**config.mk**
```make
export PLATFORM = sky130hd
export DESIGN_NAME = fetch_pc_unit
export DESIGN_NICKNAME = d
export VERILOG_FILES = /design/src/rtl/fetch_pc_unit.sv
export SDC_FILE = /design/constraint.sdc
export NUM_CORES = 1
export LEC_CHECK = 0
export ABC_AREA = 1
export CAP_MARGIN = 10
export CORE_MARGIN = 4
export CORE_UTILIZATION = 35
export CTS_BUF_LIST = sky130_fd_sc_hd__clkbuf_8
export DETAILED_ROUTE_END_ITERATION = 7
export MAX_ROUTING_LAYER = met4
export PLACE_DENSITY_LB_ADDON = 0.12
export SYNTH_ARGS = -nofsm -noshare
export SYNTH_HDL_FRONTEND = slang
export SYNTH_SLANG_ARGS = --single-unit
```
**constraint.sdc**
```tcl
create_clock -name clk -period 2.3 [get_ports clk]
set_input_delay 0.575 -clock clk [delete_from_list [all_inputs] [get_ports clk]]
set_output_delay 0.575 -clock clk [all_outputs]
set_load 0.05 [all_outputs]
```
**src/rtl/fetch_pc_unit.sv**
```systemverilog
// fetch_pc_unit
// Program counter and fetch stage for the 16-bit CPU. Holds the PC, drives
// the instruction-memory address, captures fetched instructions into the
// IF/ID register, resolves conditional/register branches from {N,V,Z}, and
// runs a halt drain so hlt asserts only after older instructions retire.
//
// Ports:
//   clk, rst_n        clock, asynchronous active-low reset
//   stall             hold PC, IF/ID, state and drain counter
//   br_valid          branch/jump resolved this cycle
//   br_is_reg         1: target = br_reg_target, 0: PC-relative
//   br_cond           condition code
//   br_flags          {N,V,Z}
//   br_imm            signed branch offset
//   br_pc_inc         PC+PC_STEP of the branch instruction
//   br_reg_target     register branch target
//   imem_instr        instruction at imem_addr (combinational read)
//   imem_addr         current PC
//   if_id_instr       registered instruction
//   if_id_pc_inc      registered PC+PC_STEP
//   if_id_valid       IF/ID holds a live instruction
//   redirect          taken branch this cycle (combinational)
//   hlt               processor halted (registered)
module fetch_pc_unit #(
    parameter int                ADDR_W       = 16,
    parameter int                INSTR_W      = 16,
    parameter int                IMM_W        = 9,
    parameter int                PC_STEP      = 2,
    parameter int                IMM_SHIFT    = 1,
    parameter logic [ADDR_W-1:0] RESET_PC     = '0,
    parameter logic [3:0]        HLT_OPCODE   = 4'hF,
    parameter int                DRAIN_CYCLES = 4
) (
    input  logic               clk,
    input  logic               rst_n,
    input  logic               stall,
    input  logic               br_valid,
    input  logic               br_is_reg,
    input  logic [2:0]         br_cond,
    input  logic [2:0]         br_flags,
    input  logic [IMM_W-1:0]   br_imm,
    input  logic [ADDR_W-1:0]  br_pc_inc,
    input  logic [ADDR_W-1:0]  br_reg_target,
    input  logic [INSTR_W-1:0] imem_instr,
    output logic [ADDR_W-1:0]  imem_addr,
    output logic [INSTR_W-1:0] if_id_instr,
    output logic [ADDR_W-1:0]  if_id_pc_inc,
    output logic               if_id_valid,
    output logic               redirect,
    output logic               hlt
);

    localparam int                CNT_W = (DRAIN_CYCLES < 2) ? 1 : $clog2(DRAIN_CYCLES + 1);
    localparam logic [ADDR_W-1:0] STEP  = ADDR_W'(PC_STEP);

    typedef enum logic [1:0] {
        RUN,
        DRAIN,
        HALTED
    } state_t;

    state_t                    state;
    logic [CNT_W-1:0]          cnt;
    logic [ADDR_W-1:0]         pc;
    logic [ADDR_W-1:0]         pc_next;
    logic [ADDR_W-1:0]         target;
    logic [ADDR_W+IMM_W-1:0]   imm_sext;
    logic                      cond_true;
    logic                      n_flag;
    logic                      v_flag;
    logic                      z_flag;
    logic                      is_hlt;

    assign n_flag = br_flags[2];
    assign v_flag = br_flags[1];
    assign z_flag = br_flags[0];

    always_comb begin
        cond_true = 1'b0;
        case (br_cond)
            3'b000:  cond_true = !z_flag;
            3'b001:  cond_true = z_flag;
            3'b010:  cond_true = !z_flag && !n_flag;
            3'b011:  cond_true = n_flag;
            3'b100:  cond_true = z_flag || (!z_flag && !n_flag);
            3'b101:  cond_true = n_flag || z_flag;
            3'b110:  cond_true = v_flag;
            default: cond_true = 1'b1;
        endcase
    end

    // Sign-extend to a width that survives the shift, then truncate: the sum
    // wraps modulo 2^ADDR_W.
    assign imm_sext = {{ADDR_W{br_imm[IMM_W-1]}}, br_imm};
    assign target   = br_is_reg ? br_reg_target
                                : br_pc_inc + ADDR_W'(imm_sext << IMM_SHIFT);

    assign redirect  = br_valid && cond_true && (state != HALTED);
    assign pc_next   = pc + STEP;
    assign is_hlt    = (imem_instr[INSTR_W-1 -: 4] == HLT_OPCODE);
    assign imem_addr = pc;

    always_ff @(posedge clk or negedge rst_n) begin
        if (!rst_n) begin
            pc           <= RESET_PC;
            if_id_instr  <= '0;
            if_id_pc_inc <= '0;
            if_id_valid  <= 1'b0;
            hlt          <= 1'b0;
            state        <= RUN;
            cnt          <= '0;
        end else if (state != HALTED) begin
            if (redirect) begin
                // A redirect in DRAIN means the HLT was on the wrong path.
                pc          <= target;
                if_id_valid <= 1'b0;
                state       <= RUN;
                cnt         <= '0;
            end else if (!stall) begin
                case (state)
                    RUN: begin
                        if_id_instr  <= imem_instr;
                        if_id_pc_inc <= pc_next;
                        if_id_valid  <= 1'b1;
                        if (is_hlt) begin
                            state <= DRAIN;
                            cnt   <= CNT_W'(DRAIN_CYCLES);
                        end else begin
                            pc <= pc_next;
                        end
                    end
                    DRAIN: begin
                        if_id_valid <= 1'b0;
                        cnt         <= cnt - CNT_W'(1);
                        if (cnt == CNT_W'(1)) begin
                            state <= HALTED;
                            hlt   <= 1'b1;
                        end
                    end
                    default: ;
                endcase
            end
        end
    end

endmodule
```
# Word-level counts from Yosys, hierarchy flattened
# Index checks and enable logic that the tools add are counted.
[op_classes] n_addsub=3 eq_ne=14 n_mux=18 n_bitwise=2 n_reduce_logical=17
[ops] operator="$mux W16" n=5
[ops] operator="$add A16 B16 Y16" n=1
[ops] operator="$add A16 B2 Y16 const B" n=1
[ops] operator="$reduce_and A4 Y1" n=3
[ops] operator="$reduce_and A5 Y1" n=2
[ops] operator="$eq A3 B3 Y1 const B" n=3
[ops] operator="$mux W3" n=3
[ops] operator="$mux W2" n=4
[ops] operator="$pmux W1 S7" n=1
[ops] operator="$eq A3 B1 Y1 const B" n=2
[ops] operator="$eq A3 B2 Y1 const B" n=2
[ops] operator="$ne A3 B3 Y1 const B" n=2
[ops] operator="$pmux W3 S2" n=1
[ops] operator="$eq A4 B4 Y1 const B" n=1
[ops] operator="$ne A2 B2 Y1 const B" n=2
[ops] operator="$pmux W2 S2" n=1
[ops] operator="$logic_and A1 B1 Y1" n=3
[ops] operator="$logic_not A3 Y1" n=1
[ops] operator="$reduce_and A3 Y1" n=1
[ops] operator="$reduce_bool A3 Y1" n=1
[ops] operator="$sub A3 B1 Y3 const B" n=1
[ops] operator="$eq A2 B1 Y1 const B" n=1
[ops] operator="$logic_not A1 Y1" n=2
[ops] operator="$logic_not A2 Y1" n=1
[ops] operator="6 further kinds" n=9
[word_totals] register_bits=55 input_bits=68 out_inout_bits=51 wordCells=61

# Longest topological paths before layout
[logic_depth] depth_word=8 ltp_mapped=14 depth_no_buf=14

# Worst setup path after synthesis
# OpenSTA, ideal clock, no wires.
[synth_timing] path_kind="input-to-reg" from="input port br_imm[0]" to="register pc[9] (netlist: imem_addr[9])" setup_time_ns=0.118 arrival_ns=1.850 t_required_ns=2.182 setup_slack_ns=0.332 path_stages=13 n_path_buf=0 path_cell_list="ha_1 -> inv_1 -> fa_1 -> inv_1 -> nand3_1 -> nand3_1 -> nand2_1 -> nand3_1 -> nand3_1 -> o21ai_0 -> nand2_1 -> nand2_1 -> nand2_1"
[synth_between] elab_chain_len=3
[synth_rtl] item="start, declared" line="41" source="input logic [IMM_W-1:0] br_imm,"
[synth_rtl] item="$add A16 B16 Y16" line="96" source=": br_pc_inc + ADDR_W'(imm_sext << IMM_SHIFT);"
[synth_rtl] item="$mux W16" line="95" source="assign target = br_is_reg ? br_reg_target"
[synth_rtl] item="$mux W16" line="113" source="if (redirect) begin"
[synth_rtl] item="end signal, assigned" line="115" source="pc <= target;"
[synth_rtl] item="end signal, assigned" line="129" source="pc <= pc_next;"
[synth_rtl] item="end, declared" line="64" source="logic [ADDR_W-1:0] pc;"
# No other way between the ends.
# A chain may end at the register's enable or synchronous reset.

# Final worst setup path
[layout_timing] from="input port br_flags[1]" to="output port redirect"
[layout_between] elab_chain_len=3
[layout_rtl] item="start, declared" line="40" source="input logic [2:0] br_flags,"
[layout_rtl] item="$pmux W1 S7" line="80" source="case (br_cond)"
[layout_rtl] item="$logic_and A1 B1 Y1 (2 in series)" line="98" source="assign redirect = br_valid && cond_true && (state != HALTED);"
[layout_rtl] item="end, declared" line="49" source="output logic redirect,"
# No other way between the ends.

==> flow_summary_export.csv <==
group,metric,value,unit
pwr,pwr-share-comb,63.3,%
clock_tree,path_clk_slew,0.11,ns
sta,fin_crit_sh,96.7,%
synth,syn_area,3960,um2
final_layout,final_nets,801,
clock_tree,ctsLongestPathBuffers,2,
worst_setup_path,rrSetupSlack,0.45,ns
pwr,ir_drop,0.912,mV
pwr,total_power,6720,uW
die,pin_count,119,
drt,dr.pass1.iters,4,
worst_setup_path,slowest_stage,"clkdlybuf4s50_1",
synth,synthCells,578,
synth,synth_common_cells,"215 x nand2_1, 68 x inv_1, 62 x nand3_1",
worst_hold_path,hold_class,"input port to asynchronous set/reset pin",
drt,routed_wl,11200,um
clock_tree,cts_tree,"built",
global_route,grt_pass1_wl,18800,um
sta,finalWorstSetupSlack,0.0748,ns
worst_setup_path,critical_path_class,"input port to output port",
pwr,p_sw_share,52.3,%
synth,ys_seq_area_share,34.7,%
synth,syn_area_per_cell,6.85,um2
worst_setup_path,crit_family,"buffers and inverters",
drt,wl_per_cell,13.0,um
sta,slew_viol_final,0,
clock_tree,cts_root_buffer,"clkbuf_8",
worst_setup_path,cp_max_fo,2,
worst_setup_path,crit_top_cell,"nor2_1",
synth,synth_nets,664,
synth,ys_types,32,
sta,setup_violations,0,
clock_tree,cts-htree-levels,2,
run_status,status,"finished, final reports clean",
drt,vias_per_cell,4.65,
pwr,internal_power,3210,uW
worst_setup_path,worstPathCellList,"clkdlybuf4s50_1 -> nor2_1 -> nor2_1 -> nand2_1 -> nand2_2 -> nand3_4 -> inv_4 -> buf_12",
die,rows,38,
pwr,switchingPower,3520,uW
sta,max_freq,449,MHz
final_layout,final_cell_count_no_fill,856,
synth,ys_ff_latch,55,
die,core_area,10900,um2
flow_run,cap_violations,0,
synth,netlist.area_leader.share,34.7,%
placed_design,post-place-ws,-0.258,ns
synth,async_flop_share,100,%
sta,hold_violations,0,
worst_setup_path,path_buf_inv,3,
worst_setup_path,cp-end-kind,"output port",
sta,relSlewSlack,61.4,%
global_route,groute.usage.overall,18.1,%
sta,hold_slack,0.245,ns
final_layout,area_growth,40.5,%
drt,drc,0,
placed_design,io_buffers,118,
final_layout,n_antenna_cell,0,
pwr,power.static_leakage,0.00282,uW
placed_design,dp_hpwl,9040,um
sta,skew,0.0174,ns
global_route,antenna_found_initial,0,
placed_design,placed_cells,847,
worst_setup_path,crit_required,1.73,ns
synth,ys_warn_count,0,
synth,ys.flop_type,"dfrtp_1",
clock_tree,worst_skew_pair.late_latency,0.31,ns
worst_setup_path,cpPeakStageDelay,0.45,ns
synth,synth_edf_count,0,
worst_setup_path,critPathArrivalTime,1.65,ns
sta,rsz0062_at_grt,"no",
drt,vias,3980,
pwr,power_frac_seq,27.1,%
die,die-height,114,um
global_route,grt_pass1_vias,3961,
die,die_w,114,um
sta,period_needed,2.23,ns
die,start_util,36.2,%
synth,yosysMostFrequentCell,"nand2_1",
pwr,pwr-share-clk,9.6,%
drt,drtAntennaViolNets,0,
final_layout,drive_gt1_share,11.2,%
clock_tree,cts_sinks,55,
global_route,grt_max_degree,38,
die,dieArea,13100,um2
synth,synth_area_leader_cell,"dfrtp_1",
placed_design,gp_congestion,0.835,
synth,synth_area_leaders,"dfrtp_1 35%, nand2_1 20%, nand3_1 7.8%",
sta,worst_pin_slew,0.580,ns
drt,drt_iter0_drc,214,
clock_tree,cts_buffers,5,
worst_setup_path,cp-start-kind,"input port",
global_route,grt-ovfl-total,0,
final_layout,postLayoutCoreUtil,50.9,%
pwr,pwr_density_cell,1210,nW/um2
==> power groups by stage <==
stage | clock network [uW] | logic [uW] | registers [uW]
floorplan | 0 | 1490 | 3190
global placement | 0 | 4250 | 1840
detailed placement | 0 | 4280 | 1850
CTS | 674 | 4300 | 1830
global route | 731 | 4610 | 1900
finish | 646 | 4250 | 1820
==> flip-flops by register name (all words and copies together), names as in the netlist <==
name / count
cnt: 3
hlt: 1
if_id_valid: 1
state: 2
if_id_instr: 16
if_id_pc_inc: 16
imem_addr: 16
==> what timing repair did <==
| action | 4_1_cts | 5_1_grt |
|---|---|---|
| gates resized for setup | 7 | 7 |
| pin swaps | 4 | 1 |
| setup endpoints to repair | 1 | 6 |
| hold buffers | 0 | 0 |
| gates cloned | 0 | 0 |
| setup buffers | 0 | 1 |
==> per-stage QoR <==
stage	setup TNS (ns)	cell area (um2)
after floorplan	0	3960
after global placement	-1.70	5420
after detailed placement	-2.06	5420
after CTS	0	5530
after global routing	0	5570
final	0	5570
==> per-layer routing <==
layer | routed length, um | vias to the layer above | GRT usage, %
li1 | - | 2087 | -
met1 | 5440 | 1803 | 25.0
met2 | 5200 | 85 | 28.8
met3 | 474 | 5 | 2.85
met4 | 42 | 0 | 2.38
met5 | 0 | - | -
==> layout by cell type, fill, tap and decap left out, types with 3 or more instances in the layout <==
master / instances
a21oi_1: 9
buf_12: 3
buf_4: 28
clkbuf_8: 5
clkdlybuf4s50_1: 111
dfrtp_1: 55
dlygate4sd2_1: 4
ha_1: 15
inv_1: 67
inv_2: 4
nand2_1: 215
nand2_2: 12
nand3_1: 61
nand3_2: 3
nand4_1: 11
nor2_1: 42
o21ai_0: 20
o21ai_1: 6
o21ai_2: 10
xnor2_1: 5
xor2_1: 8
==> worst reg2reg max path: stages, from the launching register on <==
cell,delay (ns)
dfrtp_1,0.48
ha_1,0.24
nand3_1,0.19
nor2_1,0.26
xor2_1,0.31
o21ai_0,0.13
o21ai_1,0.08
nand2_1,0.06
==> final timing paths <==
path                                   start          endpoint  cells past startpoint
worst max-delay path             br_flags[1]          redirect                      8
worst min-delay path                   rst_n               hlt                      1
worst max register to register  imem_addr[1]      imem_addr[7]                      7
worst min register to register           hlt               hlt                      2
max in group asynchronous              rst_n  if_id_pc_inc[15]                      2
min in group clk                         hlt               hlt                      2
==> cell type report <==
| cell class | count | area (um2) |
|---|---|---|
| clock buffer | 5 | 68.8 |
| inverter | 71 | 269 |
| timing repair buffer | 148 | 1430 |
| clock inverter | 3 | 42.5 |
| tap | 140 | 175 |
| multi-input combinational | 434 | 2200 |
| sequential | 55 | 1380 |
| fill | 1148 | 5370 |
==> kinds of logic (layout without fill, tap and decap cells) <==
| logic type | count (synthesis) | after routing | synth area share (%) |
|---|---|---|---|
| and+or+nand+nor | 354 | 354 | 38.4 |
| xor gates and xnor gates | 13 | 13 | 2.87 |
| buffers and inverters | 89 | 227 | 10.4 |
| DFF | 55 | 55 | 34.7 |
| AOI/OAI and AO/OA | 49 | 49 | 7.74 |
| adders and majority gates | 18 | 18 | 5.87 |
(Power assumes the default switching activity.)
